[src/rtl/wildcard_match_pkg.sv]
// Shared types and default widths for the wildcard match stage family.
package wildcard_match_pkg;

    localparam int unsigned DefDataW = 8;
    localparam int unsigned DefCntW  = 16;

    typedef enum logic [1:0] {
        StEmpty = 2'd0,
        StOne   = 2'd1,
        StTwo   = 2'd2
    } skid_state_e;

endpackage

[src/rtl/wildcard_match_stage_cmp.sv]
// Combinational masked compare: care bits are compared, cleared care bits are wildcards.
module wildcard_cmp
    import wildcard_match_pkg::*;
#(
    parameter int unsigned W = DefDataW
) (
    input  logic [W-1:0] data_i,
    input  logic [W-1:0] value_i,
    input  logic [W-1:0] care_i,
    output logic         eq_o,
    output logic         neq_o
);

    always_comb begin
        eq_o  = (((data_i ^ value_i) & care_i) == '0);
        neq_o = ~eq_o;
    end

endmodule

[src/rtl/wildcard_match_stage.sv]
// Streaming wildcard-compare stage: tags each beat with eq/neq through a 2-entry skid buffer
// and counts delivered matching beats.
module wildcard_match_stage
    import wildcard_match_pkg::*;
#(
    parameter int unsigned P_W     = DefDataW,
    parameter int unsigned P_CNT_W = DefCntW
) (
    input  logic               i_clk,
    input  logic               i_rst_n,
    input  logic               i_cfg_we,
    input  logic [P_W-1:0]     i_cfg_value,
    input  logic [P_W-1:0]     i_cfg_care,
    input  logic               i_clr_cnt,
    input  logic               i_valid,
    output logic               o_ready,
    input  logic [P_W-1:0]     i_data,
    output logic               o_valid,
    input  logic               i_ready,
    output logic [P_W-1:0]     o_data,
    output logic               o_eq,
    output logic               o_neq,
    output logic [P_CNT_W-1:0] o_match_cnt,
    output logic               o_busy
);

    skid_state_e        state_q, state_d;
    logic [P_W-1:0]     value_q, value_d;
    logic [P_W-1:0]     care_q, care_d;
    logic [P_W-1:0]     out_data_q, out_data_d;
    logic               out_eq_q, out_eq_d;
    logic               out_neq_q, out_neq_d;
    logic [P_W-1:0]     skid_data_q, skid_data_d;
    logic               skid_eq_q, skid_eq_d;
    logic               skid_neq_q, skid_neq_d;
    logic [P_CNT_W-1:0] cnt_q, cnt_d;

    logic in_eq, in_neq;
    logic accept, take;

    wildcard_cmp #(
        .W (P_W)
    ) u_cmp (
        .data_i  (i_data),
        .value_i (value_q),
        .care_i  (care_q),
        .eq_o    (in_eq),
        .neq_o   (in_neq)
    );

    // Both handshakes are masked while reset is asserted so nothing completes in that cycle.
    assign o_ready     = i_rst_n && (state_q != StTwo);
    assign o_valid     = i_rst_n && (state_q != StEmpty);
    assign o_busy      = (state_q != StEmpty);
    assign o_data      = out_data_q;
    assign o_eq        = out_eq_q;
    assign o_neq       = out_neq_q;
    assign o_match_cnt = cnt_q;

    assign accept = i_valid && o_ready;
    assign take   = o_valid && i_ready;

    always_comb begin
        value_d = value_q;
        care_d  = care_q;
        if (i_cfg_we) begin
            value_d = i_cfg_value;
            care_d  = i_cfg_care;
        end
    end

    always_comb begin
        state_d     = state_q;
        out_data_d  = out_data_q;
        out_eq_d    = out_eq_q;
        out_neq_d   = out_neq_q;
        skid_data_d = skid_data_q;
        skid_eq_d   = skid_eq_q;
        skid_neq_d  = skid_neq_q;
        case (state_q)
            StEmpty: begin
                if (accept) begin
                    state_d    = StOne;
                    out_data_d = i_data;
                    out_eq_d   = in_eq;
                    out_neq_d  = in_neq;
                end
            end
            StOne: begin
                if (accept && take) begin
                    out_data_d = i_data;
                    out_eq_d   = in_eq;
                    out_neq_d  = in_neq;
                end else if (accept) begin
                    state_d     = StTwo;
                    skid_data_d = i_data;
                    skid_eq_d   = in_eq;
                    skid_neq_d  = in_neq;
                end else if (take) begin
                    state_d = StEmpty;
                end
            end
            StTwo: begin
                if (take) begin
                    state_d    = StOne;
                    out_data_d = skid_data_q;
                    out_eq_d   = skid_eq_q;
                    out_neq_d  = skid_neq_q;
                end
            end
            default: state_d = StEmpty;
        endcase
    end

    // Clear wins over a simultaneous counted handshake; increment saturates at all-ones.
    always_comb begin
        cnt_d = cnt_q;
        if (i_clr_cnt) begin
            cnt_d = '0;
        end else if (take && out_eq_q && (cnt_q != '1)) begin
            cnt_d = cnt_q + 1'b1;
        end
    end

    always_ff @(posedge i_clk) begin
        if (!i_rst_n) begin
            state_q     <= StEmpty;
            value_q     <= '0;
            care_q      <= '0;
            out_data_q  <= '0;
            out_eq_q    <= 1'b0;
            out_neq_q   <= 1'b0;
            skid_data_q <= '0;
            skid_eq_q   <= 1'b0;
            skid_neq_q  <= 1'b0;
            cnt_q       <= '0;
        end else begin
            state_q     <= state_d;
            value_q     <= value_d;
            care_q      <= care_d;
            out_data_q  <= out_data_d;
            out_eq_q    <= out_eq_d;
            out_neq_q   <= out_neq_d;
            skid_data_q <= skid_data_d;
            skid_eq_q   <= skid_eq_d;
            skid_neq_q  <= skid_neq_d;
            cnt_q       <= cnt_d;
        end
    end

endmodule
[config.mk]
export PLATFORM = sky130hd
export DESIGN_NAME = wildcard_match_stage
export DESIGN_NICKNAME = d
export VERILOG_FILES = /design/src/rtl/wildcard_match_pkg.sv /design/src/rtl/wildcard_match_stage_cmp.sv /design/src/rtl/wildcard_match_stage.sv
export SDC_FILE = /design/constraint.sdc
export NUM_CORES = 1
export LEC_CHECK = 0
export CAP_MARGIN = 20
export CORE_MARGIN = 5
export CORE_UTILIZATION = 40
export DETAILED_ROUTE_END_ITERATION = 7
export DONT_BUFFER_PORTS = 1
export PLACE_DENSITY = 0.53
export SLEW_MARGIN = 25
export SYNTH_ARGS = -nofsm -noshare
export SYNTH_HDL_FRONTEND = slang
export SYNTH_SLANG_ARGS = --single-unit
[constraint.sdc]
create_clock -name i_clk -period 4.5 [get_ports i_clk]
set_input_delay 0.45 -clock i_clk [delete_from_list [all_inputs] [get_ports i_clk]]
set_output_delay 0.45 -clock i_clk [all_outputs]
set_load 0.02 [all_outputs]
==> out/metrics.cfg <==
[floorplan]
die_area_mm2 = 0.00785
start_util_pct = 41.5
die_y_um = 88.6
core_mm2 = 0.00596
ios = 59
rows = 28
dieWidth_um = 88.6

[setup_path]
startpoint_type = register
end_kind = register
reg2reg_to = o_match_cnt[9]$_SDFFE_PP0P_
crit_type = register to register
reg2reg_depth = 4
rrSetupSlack_ns = 2.19
cp_data_required_time_ns = 4.73
critPathMaxFanout = 14
critPathArrivalTime_ns = 2.54
r2r-start = o_eq$_SDFFE_PN0P_

[routing]
postRouteWirelength_um = 5870
post_drt_wl_per_cell_um = 17.0
drc = 0
first_pass_iters = 4
drtAntennaViolNets = 0
vias = 1967
vias_per_cell = 5.70
drt_iter0_markers = 119

[sta]
slew_violations = 0
maxSlewHeadroom_pct = 43.3
tns_ns = 0
fmax_mhz = 433
rsz0062_at_grt = no
final-setup-viol-count = 0
finalCritPeriodShare_pct = 51.3
hold_violations = 0
worst_pin_slew_ns = 0.849
skew_ns = 0.00473
layout_min_cycle_time_ns = 2.31

[synthesis]
ys_seq_area_share_pct = 43.7
ys_ff_latch = 54
synth_edf_count = 0
avgSynthCellArea_um2 = 8.86
synth_area_leaders = dfxtp_1 (44%), mux2i_1 (11%), a21oi_1 (4.9%)
synth-async-reset-ratio_pct = 0
netlist_area_mm2 = 0.00247
synth_top_cell_by_area = dfxtp_1
yosysMostFrequentCell = dfxtp_1
yosysWarnings = 0
synth_cell_types = 39
synthTopCellsByCount = dfxtp_1 (54), nor2_1 (29), mux2i_1 (28)
synth_top_flop_cell = dfxtp_1
syn_inst = 279
yosys.area.top_type_share_pct = 43.7
syn_nets = 310

[power]
p_total_mw = 0.984
ir_drop_v = 0.000173
power_leakage_nw = 0.951
power_per_cell_area_mw_per_mm2 = 372

[placed_design]
dp_cells = 337
placed_area_mm2 = 0.00250
gp_congestion = 0.828
dp_hpwl_um = 4180
portBuffers = 0

[final_layout]
fin_nets = 300
antenna_cells = 0
nFillCells = 574
drive_gt1_share_pct = 5.19
finalNonFillerCells = 345
final_util_pct = 44.4
multi_input_area_mm2 = 0.00131
seq_area_mm2 = 0.00108
area_growth_pct = 7.03
finish.instance_area_mm2 = 0.00265

[global_routing]
groute.usage.overall_pct = 15.5
antenna_found_initial = 0
grt_pass1_vias = 1851
grt_max_degree = 38
overflow = 0
grt_pass1_wl_um = 9420

[clocking]
cts_sinks = 54
cts-root-buf = clkbuf_8
cts.htree.levels = 2
clock_path_buffers = 2
clkSlewWorstSetupHoldPaths_ns = 0.09
postCtsSetupBuffers = 0
cts_resized = 0
postCtsHoldBufs = 0
cts_tree = built
numCtsBuffers = 5
clk_latency_ns = 0.30

[min_path]
min_path_cells = 1
hp-class = input port to register
min-delay-start = i_ready
holdPathEnd = state_q[1]$_SDFFE_PN0P_

[run]
maxCapViolations = 0

[run_status]
outcome = finished, final reports clean

[cell usage in the layout, fill, tap and decap left out, types with 3 or more instances in the layout]
cell,count
dfxtp_1,54
nor2_1,29
mux2i_1,28
nand2_1,26
a21oi_1,24
nand4_1,9
nand3_1,9
a311oi_1,8
xor2_1,8
or4_1,8
o21ai_0,7
o31ai_1,7
clkbuf_8,6
and4_1,4
or3_1,4
a22oi_1,4
or2_2,3
nor2b_1,3
[cells by family after synthesis]
kind of cell / synth area share (%)
XOR/XNOR: 2.83
adder cells (fa/ha/maj): 0.506
multiplexers: 11.3
AND/OR/NAND/NOR: 21.7
AO/OA/AOI/OAI: 16.7
flip-flops: 43.7
buffers and inverters: 3.29
[through the flow]
step	hold WS, ns	worst slack (ns)
global route	0.202	2.02
global placement	0.446	2.24
detailed placement	0.450	2.19
CTS	0.203	2.18
floorplan	0.435	2.59
finish	0.214	2.19
[power breakdown]
part / switching [mW] / internal [mW] / total, mW
clock: 0.156 / 0.237 / 0.393
combinational: 0.0394 / 0.0306 / 0.0700
sequential: 0.0239 / 0.497 / 0.521
total: 0.219 / 0.765 / 0.984
[how the worst max path moves through the flow]
stage / cells past startpoint / from / endpoint / slack (ns)
floorplan: 5 / o_eq$_SDFFE_PN0P_ / o_match_cnt[11]$_SDFFE_PP0P_ / 2.59
global placement: 4 / o_eq$_SDFFE_PN0P_ / o_match_cnt[11]$_SDFFE_PP0P_ / 2.24
detailed placement: 4 / o_eq$_SDFFE_PN0P_ / o_match_cnt[9]$_SDFFE_PP0P_ / 2.19
CTS: 4 / o_eq$_SDFFE_PN0P_ / o_match_cnt[9]$_SDFFE_PP0P_ / 2.18
global route: 2 / state_q[1]$_SDFFE_PN0P_ / o_ready / 2.02
finish: 4 / o_eq$_SDFFE_PN0P_ / o_match_cnt[9]$_SDFFE_PP0P_ / 2.19
[final cells by class]
| type | count | area share [%] |
|---|---|---|
| clock buffer | 6 | 3.12 |
| clock inverter | 2 | 2.27 |
| inverter | 3 | 0.426 |
| multi-input combinational | 204 | 49.5 |
| sequential | 54 | 40.9 |
| tap | 75 | 3.55 |
| timing repair buffer | 1 | 0.284 |
[critical path, cell delays in order (launching register included)]
cell and delay (ns):
dfxtp_1 0.52, o2111ai_2 0.38, or4_1 0.75, or4_1 0.44, a21oi_1 0.15
[flip-flops by register name (all words and copies together) (netlist names)]
name,cells
o_match_cnt,16
value_q,8
o_neq,1
o_eq,1
skid_data_q,8
care_q,8
state_q,2
skid_eq_q,1
o_data,8
skid_neq_q,1
[layer usage]
metal	routed length (µm)	share of wire [%]	global-route usage [%]
met5	0	0	0
met2	2830	48	24.4
met4	94	1.6	5.08
met3	382	6.5	5.68
met1	2570	44	19.8
Power figures use the tool's default switching activity.
